`config.mk`:
```
export PLATFORM = sky130hd
export DESIGN_NAME = ps2_key_sequencer
export DESIGN_NICKNAME = d
export VERILOG_FILES = /design/src/rtl/ps2_key_sequencer.sv
export SDC_FILE = /design/constraint.sdc
export NUM_CORES = 1
export LEC_CHECK = 0
export BUFFER_PORTS_ARGS = -buffer_cell sky130_fd_sc_hd__buf_2
export CORE_MARGIN = 3
export CORE_UTILIZATION = 60
export DETAILED_ROUTE_END_ITERATION = 12
export PLACE_DENSITY_LB_ADDON = 0.05
export SLEW_MARGIN = 20
export SYNTH_ARGS = -nofsm -noshare
export SYNTH_HDL_FRONTEND = slang
export SYNTH_SLANG_ARGS = --single-unit
export TNS_END_PERCENT = 50
```
`constraint.sdc`:
```
create_clock -name FPGA_clock -period 3.3 [get_ports FPGA_clock]
set_clock_uncertainty 0.15 [all_clocks]
set_input_delay 0.66 -clock FPGA_clock [delete_from_list [all_inputs] [get_ports FPGA_clock]]
set_output_delay 0.66 -clock FPGA_clock [all_outputs]
set_load 0.03 [all_outputs]
```
`src/rtl/ps2_key_sequencer.sv`:
```
// PS/2 set-2 byte-stream parser: turns raw receiver bytes into key events,
// queues them in a first-word-fall-through FIFO and aborts stalled prefixes.
module ps2_key_sequencer #(
  parameter int DEPTH   = 4,
  parameter int TIMEOUT = 100000
) (
  input  logic       FPGA_clock,
  input  logic       rst,
  input  logic       data_valid,
  input  logic [7:0] data_in,
  output logic       ev_valid,
  input  logic       ev_ready,
  output logic [7:0] ev_code,
  output logic       ev_ext,
  output logic       ev_break,
  output logic [7:0] last_code,
  output logic       overflow,
  input  logic       ovf_clr,
  output logic       timeout
);

  localparam int AW  = (DEPTH > 1) ? $clog2(DEPTH) : 1;
  localparam int WDW = $clog2(TIMEOUT + 1);

  localparam logic [WDW-1:0] WD_LAST  = WDW'(TIMEOUT - 1);
  localparam logic [WDW-1:0] WD_ONE   = WDW'(1);
  localparam logic [WDW-1:0] WD_ZERO  = WDW'(0);
  localparam logic [AW-1:0]  PTR_ONE  = AW'(1);
  localparam logic [AW-1:0]  PTR_ZERO = AW'(0);
  localparam logic [AW:0]    CNT_ONE  = (AW + 1)'(1);
  localparam logic [AW:0]    CNT_ZERO = (AW + 1)'(0);
  localparam logic [AW:0]    CNT_FULL = (AW + 1)'(DEPTH);

  typedef enum logic [1:0] {
    ST_IDLE = 2'd0,
    ST_E0   = 2'd1,
    ST_F0   = 2'd2,
    ST_E0F0 = 2'd3
  } state_t;

  // Controller responses and line-noise bytes that never form a key event.
  function automatic logic is_resp(input logic [7:0] b);
    is_resp = (b == 8'hAA) || (b == 8'hFA) || (b == 8'hFE) ||
              (b == 8'h00) || (b == 8'hFF);
  endfunction

  logic           r_dv_q;
  state_t         r_state;
  logic [WDW-1:0] r_wd;
  logic           r_timeout;

  logic [9:0]     r_mem [DEPTH];
  logic [AW-1:0]  r_wr_ptr;
  logic [AW-1:0]  r_rd_ptr;
  logic [AW:0]    r_count;
  logic           r_ev_valid;
  logic [7:0]     r_ev_code;
  logic           r_ev_ext;
  logic           r_ev_break;
  logic [7:0]     r_last_code;
  logic           r_overflow;

  logic           w_byte_stb;
  state_t         w_state_nxt;
  logic           w_push_req;
  logic           w_ev_ext;
  logic           w_ev_brk;
  logic           w_tmo;
  logic [9:0]     w_entry;
  logic           w_pop;
  logic           w_full;
  logic           w_push;
  logic           w_drop;
  logic [AW:0]    w_cnt_after_pop;
  logic [AW:0]    w_cnt_nxt;
  logic [AW-1:0]  w_rd_nxt;
  logic [AW-1:0]  w_wr_nxt;
  logic [9:0]     w_head_nxt;

  assign w_byte_stb = data_valid & ~r_dv_q;

  // A byte landing on the last watchdog cycle is processed normally and
  // suppresses the abort, so the strobe branch is evaluated first.
  always_comb begin
    w_state_nxt = r_state;
    w_push_req  = 1'b0;
    w_ev_ext    = 1'b0;
    w_ev_brk    = 1'b0;
    w_tmo       = 1'b0;
    if (w_byte_stb) begin
      if (is_resp(data_in)) begin
        w_state_nxt = ST_IDLE;
      end else if (data_in == 8'hE0) begin
        w_state_nxt = ST_E0;
      end else if (data_in == 8'hF0) begin
        case (r_state)
          ST_IDLE: w_state_nxt = ST_F0;
          ST_E0:   w_state_nxt = ST_E0F0;
          ST_F0:   w_state_nxt = ST_F0;
          ST_E0F0: w_state_nxt = ST_E0F0;
          default: w_state_nxt = ST_IDLE;
        endcase
      end else begin
        w_push_req  = 1'b1;
        w_state_nxt = ST_IDLE;
        case (r_state)
          ST_IDLE: begin w_ev_ext = 1'b0; w_ev_brk = 1'b0; end
          ST_E0:   begin w_ev_ext = 1'b1; w_ev_brk = 1'b0; end
          ST_F0:   begin w_ev_ext = 1'b0; w_ev_brk = 1'b1; end
          ST_E0F0: begin w_ev_ext = 1'b1; w_ev_brk = 1'b1; end
          default: begin w_ev_ext = 1'b0; w_ev_brk = 1'b0; end
        endcase
      end
    end else if ((r_state != ST_IDLE) && (r_wd == WD_LAST)) begin
      w_state_nxt = ST_IDLE;
      w_tmo       = 1'b1;
    end else begin
      w_state_nxt = r_state;
    end
  end

  always_ff @(posedge FPGA_clock or negedge rst) begin
    if (!rst) begin
      r_dv_q    <= 1'b0;
      r_state   <= ST_IDLE;
      r_wd      <= WD_ZERO;
      r_timeout <= 1'b0;
    end else begin
      r_dv_q    <= data_valid;
      r_state   <= w_state_nxt;
      r_timeout <= w_tmo;
      if (w_byte_stb || (r_state == ST_IDLE) || w_tmo) begin
        r_wd <= WD_ZERO;
      end else begin
        r_wd <= r_wd + WD_ONE;
      end
    end
  end

  assign w_entry         = {w_ev_ext, w_ev_brk, data_in};
  assign w_pop           = r_ev_valid & ev_ready;
  assign w_full          = (r_count == CNT_FULL);
  assign w_push          = w_push_req & (~w_full | w_pop);
  assign w_drop          = w_push_req & w_full & ~w_pop;
  assign w_cnt_after_pop = w_pop  ? (r_count - CNT_ONE) : r_count;
  assign w_cnt_nxt       = w_push ? (w_cnt_after_pop + CNT_ONE) : w_cnt_after_pop;
  assign w_rd_nxt        = w_pop  ? (r_rd_ptr + PTR_ONE) : r_rd_ptr;
  assign w_wr_nxt        = w_push ? (r_wr_ptr + PTR_ONE) : r_wr_ptr;

  // Head register: an entry pushed into an (effectively) empty queue bypasses
  // the memory so it is visible one cycle after its strobe.
  always_comb begin
    w_head_nxt = {r_ev_ext, r_ev_break, r_ev_code};
    if (w_cnt_nxt == CNT_ZERO) begin
      w_head_nxt = {r_ev_ext, r_ev_break, r_ev_code};
    end else if (w_cnt_after_pop == CNT_ZERO) begin
      w_head_nxt = w_entry;
    end else begin
      w_head_nxt = r_mem[w_rd_nxt];
    end
  end

  always_ff @(posedge FPGA_clock or negedge rst) begin
    if (!rst) begin
      for (int i = 0; i < DEPTH; i++) begin
        r_mem[i] <= 10'd0;
      end
      r_wr_ptr   <= PTR_ZERO;
      r_rd_ptr   <= PTR_ZERO;
      r_count    <= CNT_ZERO;
      r_ev_valid <= 1'b0;
      r_ev_code  <= 8'h00;
      r_ev_ext   <= 1'b0;
      r_ev_break <= 1'b0;
    end else begin
      if (w_push) begin
        r_mem[r_wr_ptr] <= w_entry;
      end else begin
        r_mem[r_wr_ptr] <= r_mem[r_wr_ptr];
      end
      r_wr_ptr   <= w_wr_nxt;
      r_rd_ptr   <= w_rd_nxt;
      r_count    <= w_cnt_nxt;
      r_ev_valid <= (w_cnt_nxt != CNT_ZERO);
      r_ev_ext   <= w_head_nxt[9];
      r_ev_break <= w_head_nxt[8];
      r_ev_code  <= w_head_nxt[7:0];
    end
  end

  // last_code follows every make, even one that is dropped on overflow.
  always_ff @(posedge FPGA_clock or negedge rst) begin
    if (!rst) begin
      r_last_code <= 8'h00;
      r_overflow  <= 1'b0;
    end else begin
      if (w_push_req && !w_ev_brk) begin
        r_last_code <= data_in;
      end else begin
        r_last_code <= r_last_code;
      end
      if (w_drop) begin
        r_overflow <= 1'b1;
      end else if (ovf_clr) begin
        r_overflow <= 1'b0;
      end else begin
        r_overflow <= r_overflow;
      end
    end
  end

  assign ev_valid  = r_ev_valid;
  assign ev_code   = r_ev_code;
  assign ev_ext    = r_ev_ext;
  assign ev_break  = r_ev_break;
  assign last_code = r_last_code;
  assign overflow  = r_overflow;
  assign timeout   = r_timeout;

endmodule
```
==> impl_results.md, run 1 <==
* Register area share after synthesis at 50.3%
* Wirelength, routed at 9310 um
* Highest routing layer actually used: met4
* DP HPWL at 6380 um
* Placement Rows at 30
* Most frequently used cell type in the post-synthesis netlist: sky130_fd_sc_hd__dfrtp_1
* WP data arrival at 2.76 ns
* Final hold vios at 0
* Highest attainable clock frequency at 375 MHz
* Yosys top cell by area: sky130_fd_sc_hd__dfrtp_1
* Synth Flop Type: sky130_fd_sc_hd__dfrtp_1
* Cell breakdown of the critical path: inv_1 > ha_1 > o21ai_0 > inv_1 > ha_1 > inv_1 > or2_2 > mux2_2 > mux2_4
* Endpoint required time on the critical path at 3.39 ns
* First-pass GRT wire length at 15700 um
* Final setup violation count at 0
* Longest Clk Path Bufs at 2
* Min Clock Period, post-route at 2.67 ns
* Average detailed-routed wire length per instance at 18.2 um
* Total power consumption of the routed design at 0.00465 W
* Register bit total from synthesis at 88
* M1 wire length at 4160 um
* Worst vdd ir at 0.000480 V
* H-tree levels at 3
* Clock tree from TritonCTS: built
* Lkg Pwr at 2.02 nW
* Horiz. Die Dim at 91.5 um
* Final period utilization at 80.9%
* Routed via count at 2946
* PostCTS Resize Cnt at 0
* # clock sinks at 88
* Total count of max-transition violations in the final report at 0
* Number of diodes added for antenna fixing at 0
* Area share of the leading cell type in the synthesized netlist at 50.3%
* Unrepaired setup endpoints after global routing: false
* Synthesized instance count at 378
* Proportion of synthesized flip-flops having asynchronous set or reset at 100%
* Worst Setup End Kind: flop
* Total congestion overflow after global routing at 0
* Fill cell total of the finished layout at 519
* Cell at the root of the clock tree: sky130_fd_sc_hd__clkbuf_8
* Kind of critical path: flop to flop
* Number of buffers added by the clock tree synthesis step at 9
* Detailed-routed wire length on met3 at 467 um
* # hold bufs at CTS at 0
* Detailed-routed wire length on met2 at 4560 um
* Number of synthesized flops with an enable pin at 0
* Transition time of the tightest slew-check pin at 0.830 ns
* Standard cell with the maximum stage delay on the critical path: sky130_fd_sc_hd__o21ai_0
* Syn Std Cell Area at 0.00438 mm^2
* Die boundary height at 91.5 um
* Top cell types by occurrence after synthesis: sky130_fd_sc_hd__dfrtp_1 (88), sky130_fd_sc_hd__nor2_1 (64), sky130_fd_sc_hd__a21oi_1 (40), sky130_fd_sc_hd__mux4_2 (20), sky130_fd_sc_hd__mux2_2 (16)
* R2R Path Start: r_count[0]
* Reg-to-reg endpoint: ev_code[4]
* Post-synth net total at 400
* Worst slew margin at 44.6%
* Pin count of the biggest net entering global routing at 56
* Yosys warning count at 0
* Post-synthesis average cell area at 11.6 um^2
* Count of cells along the worst register-to-register path at 9
* Place WS at 0.337 ns
* Biggest area contributors in the synthesized netlist: sky130_fd_sc_hd__dfrtp_1 (50%), sky130_fd_sc_hd__mux4_2 (10%), sky130_fd_sc_hd__nor2_1 (5.5%)
* Initial cell density of the core at 63.1%
* Clock transition at the register clock pins on the worst setup and hold paths after CTS at 0.09 ns
* Worst-case setup margin in the final layout at 0.630 ns
* Pre-Repair DR Iteration Count at 4
* Slowest stage delay, CP at 0.40 ns
* Setup slack of the worst register-to-register path at 0.63 ns
* Path class of the lowest-slack min-delay path: input port to async pin
* Element type at the critical path start: flop
* Layout overhead on the synthesized area at 10.9%
* Critical path's most frequent cell: sky130_fd_sc_hd__inv_1
* Initial antenna violation count at 0
* Fin Setup TNS at 0 ns
* Count of maximum capacitance violations at 0
* Power density relative to cell area at 956 mW/mm^2
* Final Net Count at 433
* Placeable core region at 0.00694 mm^2
* Clock latency reported for the late side of the worst-skew pair at 0.35 ns
* Starting DRC count in detailed routing at 168
* Number of global-route vias before repair at 3009
* Quantity of I/O buffers inserted on ports at 33
* DIE AREA at 0.00836 mm^2
* Peak fanout along the critical path at 12
* Postcts setup bufs at 0
* GR Util All Layers at 24.4%
* Number of design rule violations left after detail routing at 0
* Share of post-route cells with drive strength above 1 at 26.4%
* Placer's final routability congestion estimate at 0.889
* Top Ports at 34
* Result of the run: completed
* Remaining number of nets flagged by the antenna check after routing at 0
* Count of distinct cell types in the synthesized netlist at 37
* Mean number of vias per cell at 5.75
## layout make-up
cell class / count / area (um^2) / area share [%]
multi-input cells: 257 / 2020 / 41.6
repair buffers: 42 / 235 / 4.84
clock inverters: 5 / 78.8 / 1.62
clock buffers: 11 / 151 / 3.12
inverters: 13 / 48.8 / 1.00
flip-flops and latches: 88 / 2200 / 45.3
well taps: 96 / 120 / 2.47
## critical path: cells and delay by family, from the launching register on
family / cells / cell delay [ns]
muxes: 2 / 0.64
buffers and inverters: 3 / 0.21
DFF: 1 / 0.38
AOI/OAI and AO/OA: 1 / 0.40
adders and majority gates: 2 / 0.49
and+or+nand+nor: 1 / 0.28
## cells by family after synthesis
logic type                 count (synthesis)  share of synthesized area [%]
and+or+nand+nor                          116                           12.2
muxes                                     57                           20.5
AOI/OAI and AO/OA                         54                           6.71
adders and majority gates                  9                           2.57
DFF                                       88                           50.3
buffers and inverters                     33                           3.57
xor gates and xnor gates                  21                           4.20
## worst max path at each step
stage,start,to,slack (ns)
after floorplan,data_in[4],ev_code[0],0.38
after global placement,data_in[4],ev_code[6],0.36
after detailed placement,data_in[2],ev_code[1],0.34
after CTS,r_count[0],ev_code[4],0.67
after global routing,r_count[0],ev_code[3],0.48
final,r_count[0],ev_code[4],0.63
## report_power, final
group | switching, W | internal (W) | leakage, nW
Combinational | 0.00105 | 0.00105 | 0.894
Clock | 0.000373 | 0.000467 | 0.119
Sequential | 0.000301 | 0.00140 | 1.00
## layout by cell type (no fill, tap or decap), types with 2 or more instances in the layout
master | synthesis | routed
sky130_fd_sc_hd__o21ai_1 | 3 | 3
sky130_fd_sc_hd__mux2_1 | 2 | 2
sky130_fd_sc_hd__nor2b_1 | 2 | 2
sky130_fd_sc_hd__mux4_2 | 20 | 20
sky130_fd_sc_hd__mux2_2 | 16 | 16
sky130_fd_sc_hd__o21ai_0 | 5 | 5
sky130_fd_sc_hd__mux2i_2 | 3 | 3
sky130_fd_sc_hd__buf_4 | 0 | 10
sky130_fd_sc_hd__xnor2_1 | 9 | 9
sky130_fd_sc_hd__bufinv_16 | 0 | 2
sky130_fd_sc_hd__clkinv_2 | 0 | 2
sky130_fd_sc_hd__mux2i_1 | 7 | 7
sky130_fd_sc_hd__clkbuf_8 | 0 | 11
sky130_fd_sc_hd__inv_1 | 13 | 13
sky130_fd_sc_hd__nor2_1 | 64 | 64
sky130_fd_sc_hd__nor4_1 | 3 | 3
sky130_fd_sc_hd__nand4_1 | 8 | 8
sky130_fd_sc_hd__mux2_4 | 9 | 9
sky130_fd_sc_hd__xor2_1 | 12 | 12
sky130_fd_sc_hd__a211o_1 | 2 | 2
sky130_fd_sc_hd__dfrtp_1 | 88 | 88
sky130_fd_sc_hd__nand3_1 | 10 | 10
sky130_fd_sc_hd__nand2_1 | 14 | 14
sky130_fd_sc_hd__and3_1 | 6 | 6
sky130_fd_sc_hd__a21oi_1 | 40 | 40
sky130_fd_sc_hd__buf_2 | 2 | 32
sky130_fd_sc_hd__ha_1 | 9 | 9
sky130_fd_sc_hd__and2_1 | 3 | 3
## state kept, by name, summed over array words and instances (netlist names), 2 cells and up
signal / flops
ev_code: 8
r_state: 2
r_mem: 40
r_wd: 17
r_rd_ptr: 2
r_count: 3
r_wr_ptr: 2
last_code: 8
## metal layers
metal / up-vias / track usage [%]
met5: - / 0
met4: 0 / 8.04
met3: 10 / 3.89
met2: 67 / 38.8
met1: 1474 / 34.4
li1: 1395 / -
## per-stage QoR
stage | hold WS (ns) | utilization (%) | area [um^2] | std cells
finish | 0.191 | 70.0 | 4860 | 512
global route | 0.237 | 70.0 | 4860 | 512
CTS | 0.219 | 70.0 | 4860 | 512
detailed placement | 0.330 | 66.7 | 4630 | 496
global placement | 0.333 | 66.7 | 4630 | 496
floorplan | 0.214 | - | 4380 | 378
No activity file was read; power rests on OpenSTA's default activity.
==> run 2: changes to the inputs <==
--- a/config.mk
+++ b/config.mk
@@ -7,7 +7,7 @@
 export LEC_CHECK = 0
 export BUFFER_PORTS_ARGS = -buffer_cell sky130_fd_sc_hd__buf_2
 export CORE_MARGIN = 3
-export CORE_UTILIZATION = 60
+export CORE_UTILIZATION = 54
 export DETAILED_ROUTE_END_ITERATION = 12
 export PLACE_DENSITY_LB_ADDON = 0.05
 export SLEW_MARGIN = 20
==> constraint.sdc (replaced) <==
create_clock -name FPGA_clock -period 2.2 [get_ports FPGA_clock]
set_clock_uncertainty 0.15 [all_clocks]
set_input_delay 0.44 -clock FPGA_clock [delete_from_list [all_inputs] [get_ports FPGA_clock]]
set_output_delay 0.44 -clock FPGA_clock [all_outputs]
set_load 0.03 [all_outputs]
==> impl_results.md, run 2 (synthesis gave the netlist of run 1 again) <==
* Number of diodes added for antenna fixing at 0
* Layout overhead on the synthesized area at 24.4%
* Horiz. Die Dim at 96.1 um
* Slowest stage delay, CP at 0.40 ns
* Leading cell types in the layout, fill and taps excluded: sky130_fd_sc_hd__dfrtp_1 (88), sky130_fd_sc_hd__nor2_1 (64), sky130_fd_sc_hd__buf_4 (49), sky130_fd_sc_hd__a21oi_1 (38), sky130_fd_sc_hd__buf_2 (32)
* Total count of max-transition violations in the final report at 0
* Endpoint required time on the critical path at 2.29 ns
* Final period utilization at 105%
* Clock transition at the register clock pins on the worst setup and hold paths after CTS at 0.09 ns
* Number of global-route vias before repair at 3082
* Cell at the root of the clock tree: sky130_fd_sc_hd__clkbuf_8
* Starting DRC count in detailed routing at 217
* Worst slew margin at 45.9%
* Number of buffers added by the clock tree synthesis step at 9
* Lkg Pwr at 2.29 nW
* Worst vdd ir at 0.000984 V
* Average detailed-routed wire length per instance at 16.9 um
* Critical path's most frequent cell: sky130_fd_sc_hd__buf_4
* H-tree levels at 3
* Initial antenna violation count at 0
* Placement Rows at 32
* Initial cell density of the core at 56.1%
* Pre-Repair DR Iteration Count at 4
* Final Net Count at 480
* Final cell area excluding filler cells at 0.00545 mm^2
* Quantity of I/O buffers inserted on ports at 33
* Remaining number of nets flagged by the antenna check after routing at 0
* Sequential group share of total power at 32.2%
* Highest attainable clock frequency at 432 MHz
* Die boundary height at 96.1 um
* Register with the most flip-flops: r_mem
* # clock sinks at 88
* Element type at the critical path start: flop
* Post-detailed-placement cell area at 0.00511 mm^2
* Switching power as a share of total power at 36.1%
* Total power consumption of the routed design at 0.00765 W
* Peak fanout along the critical path at 11
* Share of post-route cells with drive strength above 1 at 36.9%
* Leading cell type in the layout, fill and taps excluded: sky130_fd_sc_hd__dfrtp_1
* DIE AREA at 0.00923 mm^2
* Kind of critical path: flop to flop
* Clock group share of total power at 15.9%
* Number of design rule violations left after detail routing at 0
* Count of maximum capacitance violations at 0
* Top Ports at 34
* Unrepaired setup endpoints after global routing: true
* GR Util All Layers at 22.0%
* First-pass GRT wire length at 15300 um
* WP data arrival at 2.40 ns
* Routed via count at 3107
* Final hold vios at 0
* Clock latency reported for the late side of the worst-skew pair at 0.35 ns
* Final setup violation count at 10
* Internal power at 0.00489 W
* Placer's final routability congestion estimate at 0.753
* Standard cell with the maximum stage delay on the critical path: sky130_fd_sc_hd__dfrtp_1
* Mean number of vias per cell at 5.52
* Failing checks: negative setup slack
* Placeable core region at 0.00781 mm^2
* Path class of the lowest-slack min-delay path: input port to flop
* Pin count of the biggest net entering global routing at 48
* Min Clock Period, post-route at 2.31 ns
* Clock tree from TritonCTS: built
* Wirelength, routed at 9490 um
* Power dissipated by switching net loads at 0.00276 W
* WHS at 0.0496 ns
* Max FFs per register at 40
* Result of the run: finished, violations left
* Place WS at -0.455 ns
* Longest Clk Path Bufs at 2
* Worst-case setup margin in the final layout at -0.113 ns
* Total congestion overflow after global routing at 0
* Worst Setup End Kind: flop
* Power density relative to cell area at 1400 mW/mm^2
* Leading registers by flop count: r_mem (40), r_wd (17)
* Transition time of the tightest slew-check pin at 0.811 ns
* DP HPWL at 6640 um
* Gate power share at 52.0%
* Cell breakdown of the critical path: inv_2 > buf_4 > ha_1 > nand3_2 > xnor2_2 > buf_4 > a31o_4 > a22oi_2 > buf_12 > mux2_4
[run 2: cell types whose count changed in the layout (fill, tap and decap cells not counted), moves of 3 or more]
cell,delta
sky130_fd_sc_hd__buf_12,+7
sky130_fd_sc_hd__buf_4,+39
sky130_fd_sc_hd__mux2i_4,+5
sky130_fd_sc_hd__mux2i_2,-3
[run 2: final timing paths]
path                               to  startpoint  slack (ns)  cells after the start
hold / removal                 r_dv_q  data_valid        0.05                      1
setup reg to reg           ev_code[1]  r_count[1]       -0.11                     10
setup / recovery           ev_code[1]  r_count[1]       -0.11                     10
min in group asynchronous    ev_valid         rst        0.37                      2
hold reg to reg               r_wd[0]     r_wd[0]        0.34                      1
max in group asynchronous   r_mem[26]         rst        0.93                      3
[run 2: worst max-delay path, delay by kind of cell (launching register included)]
family	cells	cell delay [ns]
DFF	1	0.40
buffers and inverters	4	0.52
and+or+nand+nor	1	0.10
adders and majority gates	1	0.15
xor gates and xnor gates	1	0.16
muxes	1	0.30
AOI/OAI and AO/OA	2	0.41
[run 2: per-stage QoR]
stage / util (%) / TNS, ns / std cells
2_1_floorplan: - / -10.02 / 378
3_3_place_gp: 65.5 / -12.62 / 546
3_5_place_dp: 65.5 / -14.10 / 546
4_1_cts: 68.9 / -0.938 / 562
5_1_grt: 69.8 / -2.13 / 563
6_report: 69.8 / -1.10 / 563
[run 2: power by group through the flow]
stage	logic (W)	clock network [W]	registers, W
3_3_place_gp	0.00369	0	0.00243
6_report	0.00397	0.00121	0.00246
5_1_grt	0.00430	0.00131	0.00251
4_1_cts	0.00392	0.00124	0.00244
2_1_floorplan	0.00251	0	0.00257
3_5_place_dp	0.00379	0	0.00246
[run 2: per-layer routing]
metal | track usage [%] | part of all wire, % | vias up | wire [um]
met5 | 0 | 0 | - | 0
met1 | 32.4 | 47 | 1555 | 4470
met2 | 33.6 | 48 | 61 | 4540
li1 | - | - | 1487 | -
met4 | 4.98 | 0.74 | 0 | 70
met3 | 4.46 | 4.2 | 4 | 403
[run 2: area by class of cell]
cell class | instances | area [um^2]
fill | 588 | 2360
sequential | 88 | 2200
multi-input combinational | 257 | 2180
timing repair buffer | 89 | 678
clock buffer | 11 | 141
tap | 102 | 128
clock inverter | 3 | 67.6
inverter | 13 | 48.8
[run 2: timing repair]
| item | in CTS | in global routing |
|---|---|---|
| hold buffers | 1 | 0 |
| endpoints found under the hold margin | 22 | 0 |
| pin swaps | 3 | 0 |
| setup endpoints to repair | 11 | 50 |
| gates resized for setup | 9 | 11 |
| buffers inserted | 1 | 1 |
==> run 3: changes to the inputs <==
--- a/config.mk
+++ b/config.mk
@@ -6,7 +6,6 @@
 export NUM_CORES = 1
 export LEC_CHECK = 0
 export BUFFER_PORTS_ARGS = -buffer_cell sky130_fd_sc_hd__buf_2
-export CORE_MARGIN = 3
 export CORE_UTILIZATION = 54
 export DETAILED_ROUTE_END_ITERATION = 12
 export PLACE_DENSITY_LB_ADDON = 0.05
==> impl_results.md, run 3 (synthesis gave the netlist of run 1 again) <==
* GR Util All Layers at 23.7%
* Longest Clk Path Bufs at 2
* Worst vdd ir at 0.00106 V
* R2R Path Start: ev_valid
* Routed via count at 3123
* # clock sinks at 88
* Wirelength, routed at 9270 um
* Postcts setup bufs at 0
* Die boundary height at 92.1 um
* Power density relative to cell area at 1400 mW/mm^2
* Worst Setup End Kind: flop
* Number of diodes added for antenna fixing at 0
* Count of cells along the worst register-to-register path at 6
* Global Route met2 Usage at 37.7%
* Layout overhead on the synthesized area at 23.1%
* Lkg Pwr at 2.26 nW
* Highest attainable clock frequency at 430 MHz
* Leading registers by flop count: r_mem (40), r_wd (17)
* Starting DRC count in detailed routing at 233
* Final hold vios at 0
* Unrepaired setup endpoints after global routing: true
* Element type at the critical path start: flop
* Fill cell total of the finished layout at 612
* Clock latency reported for the late side of the worst-skew pair at 0.35 ns
* Sequential group share of total power at 32.4%
* WHS at 0.0586 ns
* Mean number of vias per cell at 5.60
* Failing checks: negative setup slack
* H-tree levels at 3
* Register with the most flip-flops: r_mem
* Startpoint of the tightest hold check path: data_valid
* Met3 demand-to-capacity share in global routing at 5.47%
* Result of the run: finished, violations left
* Leading cell type in the layout, fill and taps excluded: sky130_fd_sc_hd__dfrtp_1
* Total congestion overflow after global routing at 0
* Initial antenna violation count at 0
* Average detailed-routed wire length per instance at 16.6 um
* Initial cell density of the core at 56.1%
* Path class of the lowest-slack min-delay path: input port to flop
* Pin count of the biggest net entering global routing at 59
* Final Net Count at 473
* Most utilized layer in the global route result: met2
* Worst-case setup margin in the final layout at -0.128 ns
* Transition time of the tightest slew-check pin at 0.762 ns
* Top Ports at 34
* Placeable core region at 0.00781 mm^2
* Cell at the root of the clock tree: sky130_fd_sc_hd__clkbuf_8
* Global routing met1 resource utilization at 33.5%
* Share of post-route cells with drive strength above 1 at 36.0%
* Power dissipated by switching net loads at 0.00272 W
* Internal power at 0.00483 W
* WP data arrival at 2.42 ns
* Horiz. Die Dim at 92.1 um
* Min Clock Period, post-route at 2.33 ns
* Clock transition at the register clock pins on the worst setup and hold paths after CTS at 0.08 ns
* Final setup violation count at 10
* Number of design rule violations left after detail routing at 0
* Total count of max-transition violations in the final report at 0
* Peak fanout along the critical path at 11
* Count of maximum capacitance violations at 0
* First-pass GRT wire length at 15400 um
* Pre-Repair DR Iteration Count at 4
* Max FFs per register at 40
* Clock tree from TritonCTS: built
* Leading cell types in the layout, fill and taps excluded: sky130_fd_sc_hd__dfrtp_1 (88), sky130_fd_sc_hd__nor2_1 (64), sky130_fd_sc_hd__buf_4 (41), sky130_fd_sc_hd__a21oi_1 (40), sky130_fd_sc_hd__buf_2 (32)
* Util after Layout at 69.1%
* Switching power as a share of total power at 36.1%
* Placer's final routability congestion estimate at 0.803
* Remaining number of nets flagged by the antenna check after routing at 0
* Placement Rows at 32
* Kind of critical path: flop to flop
* Endpoint required time on the critical path at 2.29 ns
* Start point of the critical path: ev_valid
* Clock group share of total power at 16.4%
* Number of global-route vias before repair at 3087
* DIE AREA at 0.00848 mm^2
* Number of buffers added by the clock tree synthesis step at 9
* Depth of the worst hold-timing path at 1
* Final period utilization at 106%
* Quantity of I/O buffers inserted on ports at 33
* DP HPWL at 6530 um
* Worst slew margin at 49.2%
* Gate power share at 51.2%
## run 3: cell count changes in the layout (fill, tap and decap cells not counted), sizes merged
| cell | previous run | this run |
|---|---|---|
| buf | 88 | 81 |
| clkinv | 0 | 1 |
| clkinvlp | 1 | 2 |
## run 3: final timing paths
path	slack (ns)	endpoint
max	-0.13	ev_code[0]
min	0.06	r_dv_q
max reg2reg	-0.13	ev_code[0]
min reg2reg	0.34	r_wd[0]
max in group asynchronous	0.85	r_wr_ptr[1]
min in group asynchronous	0.42	r_count[1]
## run 3: area by class of cell
class / count / area [um^2] / share of cell area (%)
Inverter: 13 / 48.8 / 0.904
Multi-Input combinational cell: 257 / 2160 / 40.0
Timing Repair Buffer: 82 / 638 / 11.8
Clock inverter: 5 / 80.1 / 1.48
Sequential cell: 88 / 2200 / 40.8
Clock buffer: 11 / 141 / 2.62
Tap cell: 102 / 128 / 2.37
## run 3: through the flow
stage / std cells / cell area [um^2] / setup WS, ns / total power (W) / setup TNS [ns]
2_1_floorplan: 378 / 4460 / -0.370 / 0.00508 / -10.02
3_3_place_gp: 541 / 5090 / -0.400 / 0.00610 / -13.66
3_5_place_dp: 541 / 5090 / -0.428 / 0.00622 / -14.37
4_1_cts: 558 / 5350 / -0.121 / 0.00755 / -1.14
5_1_grt: 558 / 5400 / -0.206 / 0.00802 / -1.75
6_report: 558 / 5400 / -0.128 / 0.00755 / -0.927
## run 3: repair_timing
action	in CTS	in global routing
resized for setup	8	9
hold buffers	1	0
setup endpoints to repair	11	50
endpoints found under the hold margin	30	0
pin swaps	1	0
## run 3: critical path: stages, from the launching register on
cell,delay (ns)
sky130_fd_sc_hd__dfrtp_1,0.40
sky130_fd_sc_hd__nand2_2,0.15
sky130_fd_sc_hd__xor2_2,0.23
sky130_fd_sc_hd__buf_12,0.19
sky130_fd_sc_hd__mux4_2,0.55
sky130_fd_sc_hd__mux2_2,0.28
sky130_fd_sc_hd__mux2_4,0.26
## run 3: power groups by stage
stage	sequential, W	combinational [W]	clock, W
final	0.00244	0.00387	0.00124
after global routing	0.00249	0.00421	0.00132
after CTS	0.00243	0.00386	0.00126
after detailed placement	0.00246	0.00376	0
after global placement	0.00243	0.00367	0
after floorplan	0.00257	0.00251	0
## run 3: per-layer routing
metal,part of all wire [%],wire [um]
met4,0.53,49
met1,46,4230
met2,48,4490
met3,5.4,505
met5,0,0
